<file path="src/rtl/multicycle_control_unit_pkg.sv">
// Shared definitions for the multi-cycle control unit: opcodes, FSM states,
// ALU/PC-select encodings, the control vector and opcode classification helpers.
package cu_defs;

    typedef enum logic [2:0] {
        StIf    = 3'b000,
        StId    = 3'b001,
        StExeAl = 3'b010,
        StExeLs = 3'b011,
        StExeBr = 3'b100,
        StMem   = 3'b101,
        StWb    = 3'b110,
        StHalt  = 3'b111
    } state_e;

    localparam logic [5:0] OpAdd         = 6'b000000;
    localparam logic [5:0] OpSub         = 6'b000001;
    localparam logic [5:0] OpAnd         = 6'b010000;
    localparam logic [5:0] OpSlt         = 6'b100110;
    localparam logic [5:0] OpSll         = 6'b011000;
    localparam logic [5:0] OpAddiu       = 6'b000010;
    localparam logic [5:0] OpAndi        = 6'b010001;
    localparam logic [5:0] OpOri         = 6'b010010;
    localparam logic [5:0] OpSw          = 6'b110000;
    localparam logic [5:0] OpLw          = 6'b110001;
    localparam logic [5:0] OpBeq         = 6'b110100;
    localparam logic [5:0] OpBne         = 6'b110101;
    localparam logic [5:0] OpJ           = 6'b111000;
    localparam logic [5:0] OpHaltDefault = 6'b111111;

    typedef enum logic [2:0] {
        AluAdd = 3'b000,
        AluSub = 3'b001,
        AluAnd = 3'b010,
        AluOr  = 3'b011,
        AluSlt = 3'b100,
        AluSll = 3'b101
    } alu_op_e;

    typedef enum logic [1:0] {
        PcNext   = 2'b00,
        PcBranch = 2'b01,
        PcJump   = 2'b10
    } pc_src_e;

    typedef enum logic [2:0] {
        ClsAluR,
        ClsAluI,
        ClsLw,
        ClsSw,
        ClsBranch,
        ClsJump,
        ClsHalt,
        ClsUndef
    } op_class_e;

    typedef struct packed {
        logic    pc_wre;
        logic    ir_wre;
        pc_src_e pc_src;
        logic    reg_dst;
        logic    reg_wre;
        logic    db_data_src;
        logic    alu_src_a;
        logic    alu_src_b;
        logic    ext_sel;
        alu_op_e alu_op;
        logic    mem_rd;
        logic    mem_wr;
    } ctrl_t;

    // The halt opcode is a module parameter, so it overrides any other match.
    function automatic op_class_e op_class(input logic [5:0] op, input logic [5:0] halt_op);
        op_class_e cls;
        case (op)
            OpAdd, OpSub, OpAnd, OpSlt, OpSll: cls = ClsAluR;
            OpAddiu, OpAndi, OpOri:            cls = ClsAluI;
            OpLw:                              cls = ClsLw;
            OpSw:                              cls = ClsSw;
            OpBeq, OpBne:                      cls = ClsBranch;
            OpJ:                               cls = ClsJump;
            default:                           cls = ClsUndef;
        endcase
        if (op == halt_op) begin
            cls = ClsHalt;
        end
        return cls;
    endfunction

    function automatic alu_op_e alu_op_of(input logic [5:0] op);
        alu_op_e aop;
        case (op)
            OpSub, OpBeq, OpBne: aop = AluSub;
            OpAnd, OpAndi:       aop = AluAnd;
            OpOri:               aop = AluOr;
            OpSlt:               aop = AluSlt;
            OpSll:               aop = AluSll;
            default:             aop = AluAdd;
        endcase
        return aop;
    endfunction

endpackage

</file>
<file path="src/rtl/multicycle_control_unit_if.sv">
// Control bus between the control unit (master) and the CPU datapath (slave):
// opcode/zero flow in, every mux select and write enable flows out.
interface multicycle_control_unit_if;

    logic [5:0] Opcode;
    logic       zero;
    logic       PCWre;
    logic       IRWre;
    logic [1:0] PCSrc;
    logic       RegDst;
    logic       RegWre;
    logic       DBDataSrc;
    logic       ALUSrcA;
    logic       ALUSrcB;
    logic       ExtSel;
    logic [2:0] ALUOp;
    logic       mRD;
    logic       mWR;

    modport master (
        input  Opcode, zero,
        output PCWre, IRWre, PCSrc, RegDst, RegWre, DBDataSrc,
               ALUSrcA, ALUSrcB, ExtSel, ALUOp, mRD, mWR
    );

    modport slave (
        output Opcode, zero,
        input  PCWre, IRWre, PCSrc, RegDst, RegWre, DBDataSrc,
               ALUSrcA, ALUSrcB, ExtSel, ALUOp, mRD, mWR
    );

endinterface

</file>
<file path="src/rtl/multicycle_control_unit_decode.sv">
// Combinational control decoder: maps (state, opcode, zero) to the datapath
// control vector. Holds no state.
module cu_decode
    import cu_defs::*;
#(
    parameter logic [5:0] HALT_OPCODE = OpHaltDefault
) (
    input  state_e     i_state,
    input  logic [5:0] i_opcode,
    input  logic       i_zero,
    output ctrl_t      o_ctrl
);

    op_class_e w_cls;
    logic      w_taken;

    assign w_cls   = op_class(i_opcode, HALT_OPCODE);
    assign w_taken = ((i_opcode == OpBeq) &&  i_zero) ||
                     ((i_opcode == OpBne) && !i_zero);

    always_comb begin
        o_ctrl = '0;

        // Operand selects and ALUOp stay fixed from ID through MEM/WB so the
        // ALU result is still valid when the register file writes on negedge.
        if (i_state != StIf && i_state != StHalt) begin
            o_ctrl.reg_dst   = (w_cls == ClsAluR);
            o_ctrl.alu_src_a = (w_cls == ClsAluR) && (i_opcode == OpSll);
            o_ctrl.alu_src_b = (w_cls == ClsAluI) || (w_cls == ClsLw) || (w_cls == ClsSw);
            o_ctrl.ext_sel   = (i_opcode == OpAddiu) || (w_cls == ClsLw) ||
                               (w_cls == ClsSw) || (w_cls == ClsBranch);
            o_ctrl.alu_op    = alu_op_of(i_opcode);
        end

        case (i_state)
            StIf: begin
                o_ctrl.ir_wre = 1'b1;
            end
            StId: begin
                if (w_cls == ClsJump) begin
                    o_ctrl.pc_wre = 1'b1;
                    o_ctrl.pc_src = PcJump;
                end else if (w_cls == ClsUndef) begin
                    o_ctrl.pc_wre = 1'b1;
                end
            end
            StExeBr: begin
                o_ctrl.pc_wre = 1'b1;
                o_ctrl.alu_op = AluSub;
                if (w_taken) begin
                    o_ctrl.pc_src = PcBranch;
                end
            end
            StMem: begin
                o_ctrl.mem_rd = (w_cls == ClsLw);
                o_ctrl.mem_wr = (w_cls == ClsSw);
                o_ctrl.pc_wre = (w_cls != ClsLw);
            end
            StWb: begin
                o_ctrl.reg_wre     = 1'b1;
                o_ctrl.pc_wre      = 1'b1;
                o_ctrl.db_data_src = (w_cls == ClsLw);
            end
            default: ;
        endcase
    end

endmodule

</file>
<file path="src/rtl/multicycle_control_unit.sv">
// Multi-cycle CPU controller: state register and next-state sequencing; all
// control outputs come combinationally from the decoder.
module multicycle_control_unit
    import cu_defs::*;
#(
    parameter logic [5:0] HALT_OPCODE = 6'b111111
) (
    input  logic                             CLK,
    input  logic                             Reset,
    multicycle_control_unit_if.master        bus,
    output logic [2:0]                       state_o
);

    state_e    r_state;
    state_e    w_state_next;
    op_class_e w_cls;
    ctrl_t     w_ctrl;

    assign w_cls = op_class(bus.Opcode, HALT_OPCODE);

    always_ff @(posedge CLK or negedge Reset) begin
        if (!Reset) begin
            r_state <= StIf;
        end else begin
            r_state <= w_state_next;
        end
    end

    always_comb begin
        w_state_next = r_state;
        case (r_state)
            StIf: w_state_next = StId;
            StId: begin
                case (w_cls)
                    ClsAluR, ClsAluI: w_state_next = StExeAl;
                    ClsLw, ClsSw:     w_state_next = StExeLs;
                    ClsBranch:        w_state_next = StExeBr;
                    ClsHalt:          w_state_next = StHalt;
                    default:          w_state_next = StIf;
                endcase
            end
            StExeAl: w_state_next = StWb;
            StExeLs: w_state_next = StMem;
            StExeBr: w_state_next = StIf;
            StMem:   w_state_next = (w_cls == ClsLw) ? StWb : StIf;
            StWb:    w_state_next = StIf;
            StHalt:  w_state_next = StHalt;
            default: w_state_next = StIf;
        endcase
    end

    cu_decode #(
        .HALT_OPCODE (HALT_OPCODE)
    ) u_decode (
        .i_state  (r_state),
        .i_opcode (bus.Opcode),
        .i_zero   (bus.zero),
        .o_ctrl   (w_ctrl)
    );

    assign bus.PCWre     = w_ctrl.pc_wre;
    assign bus.IRWre     = w_ctrl.ir_wre;
    assign bus.PCSrc     = w_ctrl.pc_src;
    assign bus.RegDst    = w_ctrl.reg_dst;
    assign bus.RegWre    = w_ctrl.reg_wre;
    assign bus.DBDataSrc = w_ctrl.db_data_src;
    assign bus.ALUSrcA   = w_ctrl.alu_src_a;
    assign bus.ALUSrcB   = w_ctrl.alu_src_b;
    assign bus.ExtSel    = w_ctrl.ext_sel;
    assign bus.ALUOp     = w_ctrl.alu_op;
    assign bus.mRD       = w_ctrl.mem_rd;
    assign bus.mWR       = w_ctrl.mem_wr;
    assign state_o       = r_state;

endmodule

</file>
<file path="src/flat_wrapper.sv">
// flat-port wrapper written by rule: the top's interface ports become plain ports
module multicycle_control_unit_flat import cu_defs::*;
#(
    parameter logic [5:0] HALT_OPCODE = 6'b111111
)
  (CLK, Reset, state_o, bus_Opcode, bus_zero, bus_PCWre, bus_IRWre, bus_PCSrc, bus_RegDst, bus_RegWre, bus_DBDataSrc, bus_ALUSrcA, bus_ALUSrcB, bus_ExtSel, bus_ALUOp, bus_mRD, bus_mWR);
  multicycle_control_unit_if bus_i ();
  input  logic CLK;
  input  logic Reset;
  output logic [2:0] state_o;
  input wire logic [$bits(bus_i.Opcode)-1:0] bus_Opcode;
  input wire logic [$bits(bus_i.zero)-1:0] bus_zero;
  output wire logic [$bits(bus_i.PCWre)-1:0] bus_PCWre;
  output wire logic [$bits(bus_i.IRWre)-1:0] bus_IRWre;
  output wire logic [$bits(bus_i.PCSrc)-1:0] bus_PCSrc;
  output wire logic [$bits(bus_i.RegDst)-1:0] bus_RegDst;
  output wire logic [$bits(bus_i.RegWre)-1:0] bus_RegWre;
  output wire logic [$bits(bus_i.DBDataSrc)-1:0] bus_DBDataSrc;
  output wire logic [$bits(bus_i.ALUSrcA)-1:0] bus_ALUSrcA;
  output wire logic [$bits(bus_i.ALUSrcB)-1:0] bus_ALUSrcB;
  output wire logic [$bits(bus_i.ExtSel)-1:0] bus_ExtSel;
  output wire logic [$bits(bus_i.ALUOp)-1:0] bus_ALUOp;
  output wire logic [$bits(bus_i.mRD)-1:0] bus_mRD;
  output wire logic [$bits(bus_i.mWR)-1:0] bus_mWR;
  assign bus_i.Opcode = bus_Opcode;
  assign bus_i.zero = bus_zero;
  assign bus_PCWre = bus_i.PCWre;
  assign bus_IRWre = bus_i.IRWre;
  assign bus_PCSrc = bus_i.PCSrc;
  assign bus_RegDst = bus_i.RegDst;
  assign bus_RegWre = bus_i.RegWre;
  assign bus_DBDataSrc = bus_i.DBDataSrc;
  assign bus_ALUSrcA = bus_i.ALUSrcA;
  assign bus_ALUSrcB = bus_i.ALUSrcB;
  assign bus_ExtSel = bus_i.ExtSel;
  assign bus_ALUOp = bus_i.ALUOp;
  assign bus_mRD = bus_i.mRD;
  assign bus_mWR = bus_i.mWR;
  multicycle_control_unit #(.HALT_OPCODE(HALT_OPCODE)) u_core (.CLK(CLK), .Reset(Reset), .bus(bus_i), .state_o(state_o));
endmodule
</file>
<file path="config.mk">
export PLATFORM = sky130hd
export DESIGN_NAME = multicycle_control_unit_flat
export DESIGN_NICKNAME = d
export VERILOG_FILES = /design/src/rtl/multicycle_control_unit_pkg.sv /design/src/rtl/multicycle_control_unit_if.sv /design/src/rtl/multicycle_control_unit_decode.sv /design/src/rtl/multicycle_control_unit.sv /design/src/flat_wrapper.sv
export SDC_FILE = /design/constraint.sdc
export NUM_CORES = 1
export LEC_CHECK = 0
export ABC_AREA = 1
export BUFFER_PORTS_ARGS = -buffer_cell sky130_fd_sc_hd__buf_2
export CORE_AREA = 2 2 39 41
export DETAILED_ROUTE_END_ITERATION = 7
export DIE_AREA = 0 0 41 43
export HOLD_SLACK_MARGIN = 0.08
export PLACE_DENSITY = 0.87
export SLEW_MARGIN = 5
export SYNTH_ARGS = -nofsm -noshare
export SYNTH_HDL_FRONTEND = slang
export SYNTH_SLANG_ARGS = --single-unit
</file>
<file path="constraint.sdc">
create_clock -name CLK -period 2.6 [get_ports CLK]
set_input_delay 0.26 -clock CLK [delete_from_list [all_inputs] [get_ports CLK]]
set_output_delay 0.26 -clock CLK [all_outputs]
set_load 0.05 [all_outputs]
</file>
After elaboration in Yosys (flattened, before gate mapping) --
Memories as Yosys holds them, arrays and structs flattened. Index checks and enable logic that the tools add are counted.
Storage, ports and cells: bits of input ports 9, ROM bits 384, RAM bits 0, memories 2, bits in latches 0, output and inout bits 18, flip-flop bits (word level) 3
Memories:
- (no name shown) | words 64, width 3, read ports 1, clocked after memory_dff 0, wr ports 0, line multicycle_control_unit_pkg.sv:75 | case (op)
- (no name shown) | words 64, width 3, read ports 1, clocked after memory_dff 0, wr ports 0, line multicycle_control_unit_pkg.sv:75
Operators by class: mux-type cells 18, $add $sub $neg 0, equal/unequal tests 30, bitwise operators 0, div/mod/pow operators 0, shifts and indexed selects 0, multiply operators 0, magnitude comparators 0, reduce and logical (&&, ||, !) cells 20
Operator list (number):
- equality test 3 bit (second input constant) | 9
- equality test 6 x 5 -> 1 bit (second input constant) | 4
- equality test 6 bit (second input constant) | 4
- one-hot mux 3 bit (7 select lines) | 1
- equality test 3 x 2 -> 1 bit (second input constant) | 6
- one-hot mux 3 bit (5 select lines) | 1
- two-way mux 3 bit | 4
- one-hot mux 3 bit (4 select lines) | 1
- equality test 3 x 1 -> 1 bit (second input constant) | 3
- logical NOT 3 bit | 3
- OR reduction 2 bit | 4
- equality test 6 x 1 -> 1 bit (second input constant) | 1
- equality test 6 x 2 -> 1 bit (second input constant) | 1
- logical OR 1 bit | 6
- two-way mux 2 bit | 3
- two-way mux 6 bit | 1
- two-way mux 1 bit | 5
- logical AND 1 bit | 4
- one-hot mux 2 bit (2 select lines) | 1
- != test 3 x 2 -> 1 bit (second input constant) | 1
- != test 3 bit (second input constant) | 1
- one-hot mux 1 bit (3 select lines) | 1
- nonzero test 3 bit | 1
- OR reduction 3 bit | 1
- logical NOT 1 bit | 1

Depth between registers and ports, before layout --
Gate-level depths: netlist of the first run.
word-level depth 8, mapped depth 10

By module --
From an unflattened synthesis of the first run, not the netlist that was laid out.
Unflattened totals: cell total of the unflattened synthesis 167, area, all modules 808.3 sq um
Modules (own cells, without submodules):
- cu_decode | cells an instance 106, area an instance 467.9 sq um, instances 1
- multicycle_control_unit | cells an instance 61, area an instance 340.3 sq um, instances 1

Worst setup path after synthesis of the first run --
No wires, ideal clock.
kind reg-to-output, start point reg u_core.r_state[0] (netlist: u_core.state_o[0]), end point out bus_PCSrc[0], cell stages (with the launch flop) 4, required time 2340 ps, setup slack -1041 ps, path buffers 0, data arrival time 3381 ps, cells stage by stage dfrtp_1 > nor2_1 > nand2_1 > a2111oi_0
On the way: longest elaborated chain between the ends 2, elaborated cells on any way between the ends 3, classes of those cells eq/ne: 2; mux: 1
RTL lines:
- start, declared | line multicycle_control_unit.sv:14 | state_e r_state;
- start signal, assigned | line multicycle_control_unit.sv:23 | r_state <= StIf;
- start signal, assigned | line multicycle_control_unit.sv:25 | r_state <= w_state_next;
- equality test 3 bit / equality test 3 x 1 -> 1 bit (equally long branches) | line multicycle_control_unit_decode.sv:35 | case (i_state)
- one-hot mux 2 bit (2 select lines) (*) | line multicycle_control_unit_decode.sv:35
- end, declared | line flat_wrapper.sv:15 | output wire logic [$bits(bus_i.PCSrc)-1:0] bus_PCSrc;
Every way passes the cells marked *; elsewhere a longest branch is shown, timed or not.

Final worst setup path of the first run --
start point reg u_core.r_state[2] (netlist: u_core.state_o[2]), end point out bus_ALUOp[1]
On the way: longest elaborated chain between the ends 4, elaborated cells on any way between the ends 6, classes of those cells eq/ne: 2; mux: 2; reduce/logical: 2
RTL lines:
- != test 3 bit / nonzero test 3 bit (equally long branches) | line multicycle_control_unit_decode.sv:26 | if (i_state != StIf && i_state != StHalt) begin
- logical AND 1 bit | line multicycle_control_unit_decode.sv:26
- two-way mux 6 bit | line multicycle_control_unit_decode.sv:26
- two-way mux 3 bit (*) | line multicycle_control_unit_decode.sv:35
- end, declared | line flat_wrapper.sv:22 | output wire logic [$bits(bus_i.ALUOp)-1:0] bus_ALUOp;
Marks and branches as above.

==> results of run 1 <==
cell families after synthesis:
kind of cell	after synthesis	share of synthesized area [%]
AO/OA/AOI/OAI	12	11.4
flip-flops	3	12.2
buffers and inverters	22	13.4
AND/OR/NAND/NOR	86	62.9
through the flow:
step                instance area (um2)  total power, uW  setup slack [ns]  util (%)  hold slack (ns)
detailed placement                  771              111             0.686      55.7           0.0569
global placement                    771              108             0.742      55.7           0.0536
global route                        807              212             0.458      58.3            0.375
floorplan                           621             90.6            0.0878         -          -0.0356
CTS                                 807              196             0.664      58.3            0.347
finish                              807              193             0.656      58.3            0.354
final timing paths:
path / end / slack, ns / cells past startpoint
max in group asynchronous: u_core.state_o[1] / 2.14 / 2
setup reg to reg: u_core.state_o[2] / 1.40 / 7
hold reg to reg: u_core.state_o[0] / 0.60 / 2
setup / recovery: bus_ALUOp[1] / 0.66 / 7
min in group CLK: u_core.state_o[0] / 0.58 / 5
hold / removal: u_core.state_o[2] / 0.35 / 2
placed cells by master (no fill, tap or decap), drive strengths merged:
cell         count
inv             22
o21ai            5
nand4            1
dfrtp            3
nor3             4
clkbuf           4
a2111oi          1
o211ai           1
and3             1
nand3           12
buf             26
nor2            24
a21oi            5
nand2           44
dlygate4sd3      1
worst max-delay path: cells and delay by family, from the launching register on:
family,cells,cell delay (ns)
compound gates,1,0.17
buf+inv,3,0.56
flops,1,0.39
simple gates,3,0.33
layout make-up:
cell class | count | area [um2]
Fill cell | 144 | 577
Multi-Input combinational cell | 98 | 463
Timing Repair Buffer | 27 | 140
Inverter | 22 | 82.6
Sequential cell | 3 | 75.1
Clock buffer | 4 | 26.3
Tap cell | 16 | 20.0
report_power, final:
group / total [uW] / switching, uW / internal (uW)
sequential: 47.0 / 0 / 47.0
combinational: 65.2 / 44.5 / 20.7
clock: 81.2 / 23.8 / 57.5
total: 193 / 68.2 / 125
layer usage:
metal,GRT usage [%],wire (um),vias to the layer above
met5,0,0,-
met4,10.7,21,0
met3,4.71,162,5
met2,40.6,897,49
met1,23.6,667,393
li1,-,-,450
==> flow_metrics.env, run 1 <==
export IMPL_yosysSeqAreaShare_pct=12.2
export IMPL_cts_reportedPaths_clkPinSlew_ns=0.04
export IMPL_nets=164
export IMPL_synth_flop_cell="dfrtp_1"
export IMPL_vias=897
export IMPL_critPathSlowestCell="dfrtp_1"
export IMPL_numCtsBuffers=3
export IMPL_r2r_start="u_core.state_o[1]"
export IMPL_finalCritPeriodShare_pct=74.8
export IMPL_power_leakage_uw=0.000492
export IMPL_synth_cell_types=19
export IMPL_drt_iter0_markers=39
export IMPL_fmax_mhz=514
export IMPL_cts_tree="yes"
export IMPL_postCtsResizedCells=0
export IMPL_tns_ns=0
export IMPL_syn_num_nets=132
export IMPL_core_um2=1380
export IMPL_synth_seq_cells=3
export IMPL_final_cells=170
export IMPL_cts_hold_buf=1
export IMPL_grt_max_degree=8
export IMPL_drc=0
export IMPL_power_density_nw_per_um2=240
export IMPL_synth_top_cell_area_share_pct=25.7
export IMPL_dp_cells=165
export IMPL_synthArstFlopShare_pct=100
export IMPL_cp_end_kind="primary output"
export IMPL_avgRoutedWirePerCell_um=10.3
export IMPL_grt_usage_pct=22.9
export IMPL_row_count=14
export IMPL_min_period_ns=1.94
export IMPL_syn_inst=123
export IMPL_status="completed"
export IMPL_crit_path_start_kind="flip-flop"
export IMPL_largest_reg_flops=3
export IMPL_initial_utilization_pct=44.4
export IMPL_path_class="flip-flop to primary output"
export IMPL_synth_area_leaders="nand2_1 26%, inv_1 13%, dfrtp_1 12%, nor2_1 12%, nand3_1 9.8%"
export IMPL_syn_cell_area_um2=614
export IMPL_synth_edf_count=0
export IMPL_fp_dieH_um=43
export IMPL_worstMarginPinSlew_ns=0.409
export IMPL_hp_class="input pin to asynchronous set/reset pin"
export IMPL_fp_dieW_um=41
export IMPL_grt_pass1_vias=753
export IMPL_routabilityCongestion=0.913
export IMPL_htree_levels=1
export IMPL_rsz0062_at_grt="false"
export IMPL_clock_sinks=3
export IMPL_cp_slowest_stage_delay_ns=0.39
export IMPL_postSynthAreaPerCell_um2=4.99
export IMPL_dr_pass1_iters=4
export IMPL_post_dp_hpwl_um=1490
export IMPL_finalHoldViolCount=0
export IMPL_clockBufferDepth=2
export IMPL_syn_to_final_growth_pct=31.4
export IMPL_die_area_um2=1760
export IMPL_peakVddDrop_uv=204
export IMPL_cts_root_buffer="clkbuf_4"
export IMPL_insertion_delay_ns=0.23
export IMPL_grt_antenna_before_repair=0
export IMPL_diodes=0
export IMPL_slew_headroom_pct=72.5
export IMPL_drv_cap=0
export IMPL_yosysTopAreaCell="nand2_1"
export IMPL_yosysMostFrequentCell="nand2_1"
export IMPL_worstSetupStartpoint="u_core.state_o[2]"
export IMPL_clock_skew_ns=0.00400
export IMPL_arrival_ns=1.68
export IMPL_yosysWarnings=0
export IMPL_portBuffers=26
export IMPL_synth_common_cells="42 x nand2_1, 21 x inv_1, 19 x nor2_1"
export IMPL_ios=27
export IMPL_wirelength_um=1750
export IMPL_overflow=0
export IMPL_postRouteAntennaNets=0
export IMPL_drv_slew=0
export IMPL_post_cts_buffers=0
export IMPL_cp_required_ns=2.34
export IMPL_setup_violations=0
export IMPL_grt_pass1_wl_um=2820
export IMPL_layout_drive_gt1_share_pct=26.6
export IMPL_worstPathCellList="inv_1 -> nand2_1 -> o21ai_0 -> inv_1 -> nand2_1 -> nor3_1 -> buf_2"
export IMPL_viasPerCell=5.28
export IMPL_crit_fanout=5
Power figures use the tool's default switching activity.
==> inputs of run 2 (changes only) <==
--- a/config.mk
+++ b/config.mk
@@ -5,13 +5,13 @@
 export SDC_FILE = /design/constraint.sdc
 export NUM_CORES = 1
 export LEC_CHECK = 0
-export ABC_AREA = 1
+export ABC_AREA = 0
 export BUFFER_PORTS_ARGS = -buffer_cell sky130_fd_sc_hd__buf_2
-export CORE_AREA = 2 2 39 41
+export CORE_MARGIN = 2
+export CORE_UTILIZATION = 49
 export DETAILED_ROUTE_END_ITERATION = 7
-export DIE_AREA = 0 0 41 43
 export HOLD_SLACK_MARGIN = 0.08
-export PLACE_DENSITY = 0.87
+export PLACE_DENSITY = 0.88
 export SLEW_MARGIN = 5
 export SYNTH_ARGS = -nofsm -noshare
 export SYNTH_HDL_FRONTEND = slang
==> constraint.sdc (replaced) <==
create_clock -name CLK -period 2 [get_ports CLK]
set_input_delay 0.2 -clock CLK [delete_from_list [all_inputs] [get_ports CLK]]
set_output_delay 0.2 -clock CLK [all_outputs]
set_load 0.05 [all_outputs]
==> run 2 against run 1 <==
Effect of this change: register-to-register slack got worse by 0.63 ns; synthesized cell count fell by 8.1%; sequential share of layout area fell by 1.4 points; design area rose by 24%; area after synthesis rose by 26%; power rose to 6.1 times the previous value; die area rose by 8.4%; utilization rose by 8.7 points; count of clock-buffer cells in the layout did not move; largest cell class unchanged; largest power group is now combinational logic.
==> flow_metrics.env, run 2 <==
export IMPL_status="completed"
export IMPL_syn_num_nets=122
export IMPL_ios=27
export IMPL_insertion_delay_ns=0.23
export IMPL_die_area_um2=1910
export IMPL_cts_root_buffer="clkbuf_4"
export IMPL_viasPerCell=6.29
export IMPL_yosysWarnings=0
export IMPL_hp_class="input pin to asynchronous set/reset pin"
export IMPL_path_class="flip-flop to primary output"
export IMPL_wirelength_um=2070
export IMPL_layout_common_cells="25 x buf_2, 12 x nand2_1, 10 x nor2_1"
export IMPL_syn_cell_area_um2=773
export IMPL_yosysSeqAreaShare_pct=9.71
export IMPL_diodes=0
export IMPL_syn_inst=113
export IMPL_fin_hold_ws_ns=0.296
export IMPL_setup_violations=0
export IMPL_power_density_nw_per_um2=1170
export IMPL_postSynthAreaPerCell_um2=6.84
export IMPL_crit_path_start_kind="flip-flop"
export IMPL_grt_antenna_before_repair=0
export IMPL_drc=0
export IMPL_finalCritPeriodShare_pct=95.6
export IMPL_grt_max_degree=22
export IMPL_synth_common_cells="12 x nand2_1, 12 x nor2_1, 7 x nor3_1"
export IMPL_fmax_mhz=523
export IMPL_htree_levels=1
export IMPL_synth_edf_count=0
export IMPL_overflow=0
export IMPL_synth_seq_cells=3
export IMPL_clock_skew_ns=0.00331
export IMPL_synthArstFlopShare_pct=100
export IMPL_grt_usage_pct=22.3
export IMPL_clockBufferDepth=2
export IMPL_worstMarginPinSlew_ns=0.381
export IMPL_power_leakage_uw=0.000424
export IMPL_cp_required_ns=1.80
export IMPL_min_period_ns=1.91
export IMPL_cts_reportedPaths_clkPinSlew_ns=0.04
export IMPL_crit_fanout=8
export IMPL_routabilityCongestion=0.876
export IMPL_grt_pass1_vias=781
export IMPL_syn_to_final_growth_pct=29.1
export IMPL_arrival_ns=1.71
export IMPL_vias=962
export IMPL_post_dp_hpwl_um=1490
export IMPL_initial_utilization_pct=51.9
export IMPL_numCtsBuffers=3
export IMPL_layout_drive_gt1_share_pct=38.7
export IMPL_finalHoldViolCount=0
export IMPL_cp_end_kind="primary output"
export IMPL_nets=147
export IMPL_postRouteAntennaNets=0
export IMPL_yosysTopAreaCell="dfrtp_1"
export IMPL_dr_pass1_iters=4
export IMPL_rsz0062_at_grt="false"
export IMPL_multi_input_area_um2=674
export IMPL_avgRoutedWirePerCell_um=13.5
export IMPL_fp_dieH_um=43.7
export IMPL_synth_top_cell_area_share_pct=9.71
export IMPL_seqCellArea_um2=78.8
export IMPL_cts_tree="yes"
export IMPL_synth_flop_cell="dfrtp_1"
export IMPL_final_common_cell="buf_2"
export IMPL_largest_reg_flops=3
export IMPL_clock_sinks=3
export IMPL_synth_area_leaders="dfrtp_1 9.7%, nand2_1 5.8%, nor2_1 5.8%, nor3_1 4.5%, buf_4 3.9%"
export IMPL_fill_cells=122
export IMPL_synth_cell_types=47
export IMPL_tns_ns=0
export IMPL_peakVddDrop_uv=644
export IMPL_drv_cap=0
export IMPL_drt_iter0_markers=37
export IMPL_portBuffers=26
export IMPL_slew_headroom_pct=74.3
export IMPL_grt_pass1_wl_um=3360
export IMPL_row_count=14
export IMPL_fp_dieW_um=43.7
export IMPL_core_um2=1490
export IMPL_drv_slew=0
run 2: where the power goes:
part	switching, uW	internal, uW	total [uW]
sequential	50.5	99.3	150
clock	32.7	74.8	108
combinational	649	265	914
run 2: final cells by class:
type,instances,share of cell area (%)
Clock buffer,4,2.63
Inverter,4,1.50
Multi-Input combinational cell,94,67.5
Sequential cell,3,7.89
Tap cell,16,2.01
Timing Repair Buffer,32,18.4
run 2: logic make-up after synthesis:
| family | count (synthesis) | share of synthesized area, % |
|---|---|---|
| XOR/XNOR | 1 | 1.13 |
| AO/OA/AOI/OAI | 30 | 28.5 |
| multiplexers | 1 | 1.29 |
| AND/OR/NAND/NOR | 62 | 47.1 |
| buffers and inverters | 16 | 12.3 |
| flip-flops | 3 | 9.71 |
run 2: worst paths after layout:
check	startpoint	end	slack, ns	cells past startpoint
setup reg to reg	u_core.state_o[2]	u_core.state_o[1]	0.77	4
max in group asynchronous	Reset	u_core.state_o[1]	1.58	2
hold reg to reg	u_core.state_o[0]	u_core.state_o[0]	0.54	2
min in group CLK	bus_Opcode[5]	u_core.state_o[2]	0.50	4
hold / removal	Reset	u_core.state_o[0]	0.30	2
setup / recovery	u_core.state_o[0]	bus_PCSrc[0]	0.09	4
run 2: routing by layer:
layer	share of wire [%]	wire length, um	vias up	GRT usage (%)
met5	0	0	-	0
met4	0	0	0	2.42
met3	9.0	187	0	3.33
met2	47	970	57	34.7
met1	44	909	433	33.6
li1	-	-	472	-
run 2: repair_timing:
action,in CTS,in global routing
pin swaps,0,1
hold buffers,1,0
setup endpoints to repair,1,1
buffers inserted,0,3
endpoints found under the hold margin,3,0
gates resized for setup,1,1
run 2: worst max-delay path, cell delays in order, from the launching register on:
cell	delay (ns)
dfrtp_2	0.43
buf_4	0.18
or4_1	0.53
nor2_2	0.08
buf_2	0.26
run 2: per-stage QoR:
stage,power (uW),cell area [um2],utilization [%],cells,setup WS [ns]
finish,1170,998,67.1,153,0.0881
global route,1250,998,67.1,153,0.00721
CTS,1130,972,65.3,150,0.0168
detailed placement,1020,933,62.7,145,0.163
global placement,999,933,62.7,145,0.189
floorplan,863,858,-,113,-0.0432
==> inputs of run 3 (changes only) <==
--- a/config.mk
+++ b/config.mk
@@ -11,7 +11,7 @@
 export CORE_UTILIZATION = 49
 export DETAILED_ROUTE_END_ITERATION = 7
 export HOLD_SLACK_MARGIN = 0.08
-export PLACE_DENSITY = 0.88
+export PLACE_DENSITY = 0.79
 export SLEW_MARGIN = 5
 export SYNTH_ARGS = -nofsm -noshare
 export SYNTH_HDL_FRONTEND = slang
==> run 3 against run 2 <==
Effect of this change: critical path depth unchanged; clock skew up 0.0013 ns; critical endpoint is now bus_mWR; non-clock buffer count fell by 1; combinational power decreased by 2%; first-iteration DRC count decreased by 5.4%; setup slack improved by 0.0077 ns; cell count shrank 0.65%.
==> flow_metrics.env, run 3 (same netlist as run 2, synthesis figures left out) <==
export IMPL_finalHoldViolCount=0
export IMPL_r2r_setup_slack_ns=0.76
export IMPL_worstMarginPinSlew_ns=0.404
export IMPL_worst_slack_ns=0.0957
export IMPL_hp_class="input pin to asynchronous set/reset pin"
export IMPL_vias=977
export IMPL_crit_path_start_kind="flip-flop"
export IMPL_dr_pass1_iters=4
export IMPL_path_class="flip-flop to primary output"
export IMPL_clock_sinks=3
export IMPL_slew_headroom_pct=73.1
export IMPL_fin_util_pct=67.3
export IMPL_avgRoutedWirePerCell_um=14.2
export IMPL_grt_pass1_wl_um=3600
export IMPL_cts_tree="yes"
export IMPL_place_ws_ns=0.171
export IMPL_portBuffers=26
export IMPL_worstPathCellList="inv_1 -> or3_4 -> nor4b_4 -> buf_2"
export IMPL_power_leakage_uw=0.000425
export IMPL_initial_utilization_pct=51.9
export IMPL_post_dp_hpwl_um=1560
export IMPL_cp_required_ns=1.80
export IMPL_viasPerCell=6.43
export IMPL_wirelength_um=2160
export IMPL_arrival_ns=1.70
export IMPL_drv_slew=0
export IMPL_nets=146
export IMPL_total_power_uw=1170
export IMPL_htree_levels=1
export IMPL_worst_path_buf_inv=2
export IMPL_fp_dieH_um=43.7
export IMPL_rsz0062_at_grt="false"
export IMPL_postRouteAntennaNets=0
export IMPL_numCtsBuffers=3
export IMPL_layout_drive_gt1_share_pct=39.0
export IMPL_multi_input_area_um2=686
export IMPL_grt_antenna_before_repair=0
export IMPL_cts_root_buffer="clkbuf_4"
export IMPL_row_count=14
export IMPL_status="completed"
export IMPL_grt_max_degree=22
export IMPL_setup_violations=0
export IMPL_crit_fanout=6
export IMPL_seqCellArea_um2=78.8
export IMPL_final_common_cell="buf_2"
export IMPL_routabilityCongestion=0.864
export IMPL_fp_dieW_um=43.7
export IMPL_critPathTopFamily="simple AND/OR/NAND/NOR gates"
export IMPL_drv_cap=0
export IMPL_grt_pass1_vias=814
export IMPL_syn_to_final_growth_pct=29.6
export IMPL_die_area_um2=1910
export IMPL_overflow=0
export IMPL_cp_end_kind="primary output"
export IMPL_fill_cells=137
export IMPL_finalCritPeriodShare_pct=95.2
export IMPL_fmax_mhz=525
export IMPL_layout_common_cells="25 x buf_2, 11 x nand2_1, 10 x nor2_1"
export IMPL_diodes=0
export IMPL_insertion_delay_ns=0.23
export IMPL_critPathSlowestCell="dfrtp_2"
export IMPL_ios=27
export IMPL_drt_iter0_markers=35
export IMPL_min_period_ns=1.90
export IMPL_clockBufferDepth=2
export IMPL_cts_reportedPaths_clkPinSlew_ns=0.04
export IMPL_power_density_nw_per_um2=1160
export IMPL_drc=0
export IMPL_clock_skew_ns=0.00462
export IMPL_cp_slowest_stage_delay_ns=0.41
export IMPL_largest_reg_flops=3
export IMPL_core_um2=1490
export IMPL_grt_usage_pct=23.9
export IMPL_peakVddDrop_uv=867
run 3: cell type report:
type                    count  area share (%)
well taps                  16            2.00
clock buffers               4            2.62
flip-flops and latches      3            7.87
inverters                   4            1.50
repair buffers             31            17.6
multi-input cells          94            68.4
run 3: metrics by stage:
step | hold WS (ns) | area, um2 | std cells | setup TNS (ns)
2_1_floorplan | -0.0956 | 858 | 113 | -0.143
4_1_cts | 0.292 | 972 | 150 | 0
6_report | 0.324 | 1000 | 152 | 0
5_1_grt | 0.327 | 1000 | 152 | 0
3_5_place_dp | -0.00106 | 933 | 145 | 0
3_3_place_gp | -0.00623 | 933 | 145 | 0
run 3: timing repair:
item	4_1_cts	5_1_grt
resized for setup	1	3
hold buffers	1	0
endpoints found under the hold margin	3	0
endpoints found under the setup margin	1	2
buffers inserted	0	2
pin swaps	0	1
run 3: path summary, 6_finish.rpt:
kind / cells after the start / startpoint / end
worst min register to register: 2 / u_core.state_o[0] / u_core.state_o[0]
max in group asynchronous: 2 / Reset / u_core.state_o[0]
worst min-delay path: 2 / Reset / u_core.state_o[2]
worst max register to register: 4 / u_core.state_o[2] / u_core.state_o[1]
worst max-delay path: 4 / u_core.state_o[2] / bus_mWR
min in group CLK: 2 / u_core.state_o[0] / u_core.state_o[0]
run 3: routing by layer:
metal	GRT usage (%)	vias to the layer above	part of all wire, %
met5	0	-	0
met2	39.1	42	48
met1	35.0	466	44
met3	3.75	0	7.6
li1	-	469	-
met4	0.606	0	0
run 3: where the power goes:
group          internal [uW]  switching [uW]
clock network           74.6            29.2
registers               99.3            65.9
logic                    257             641
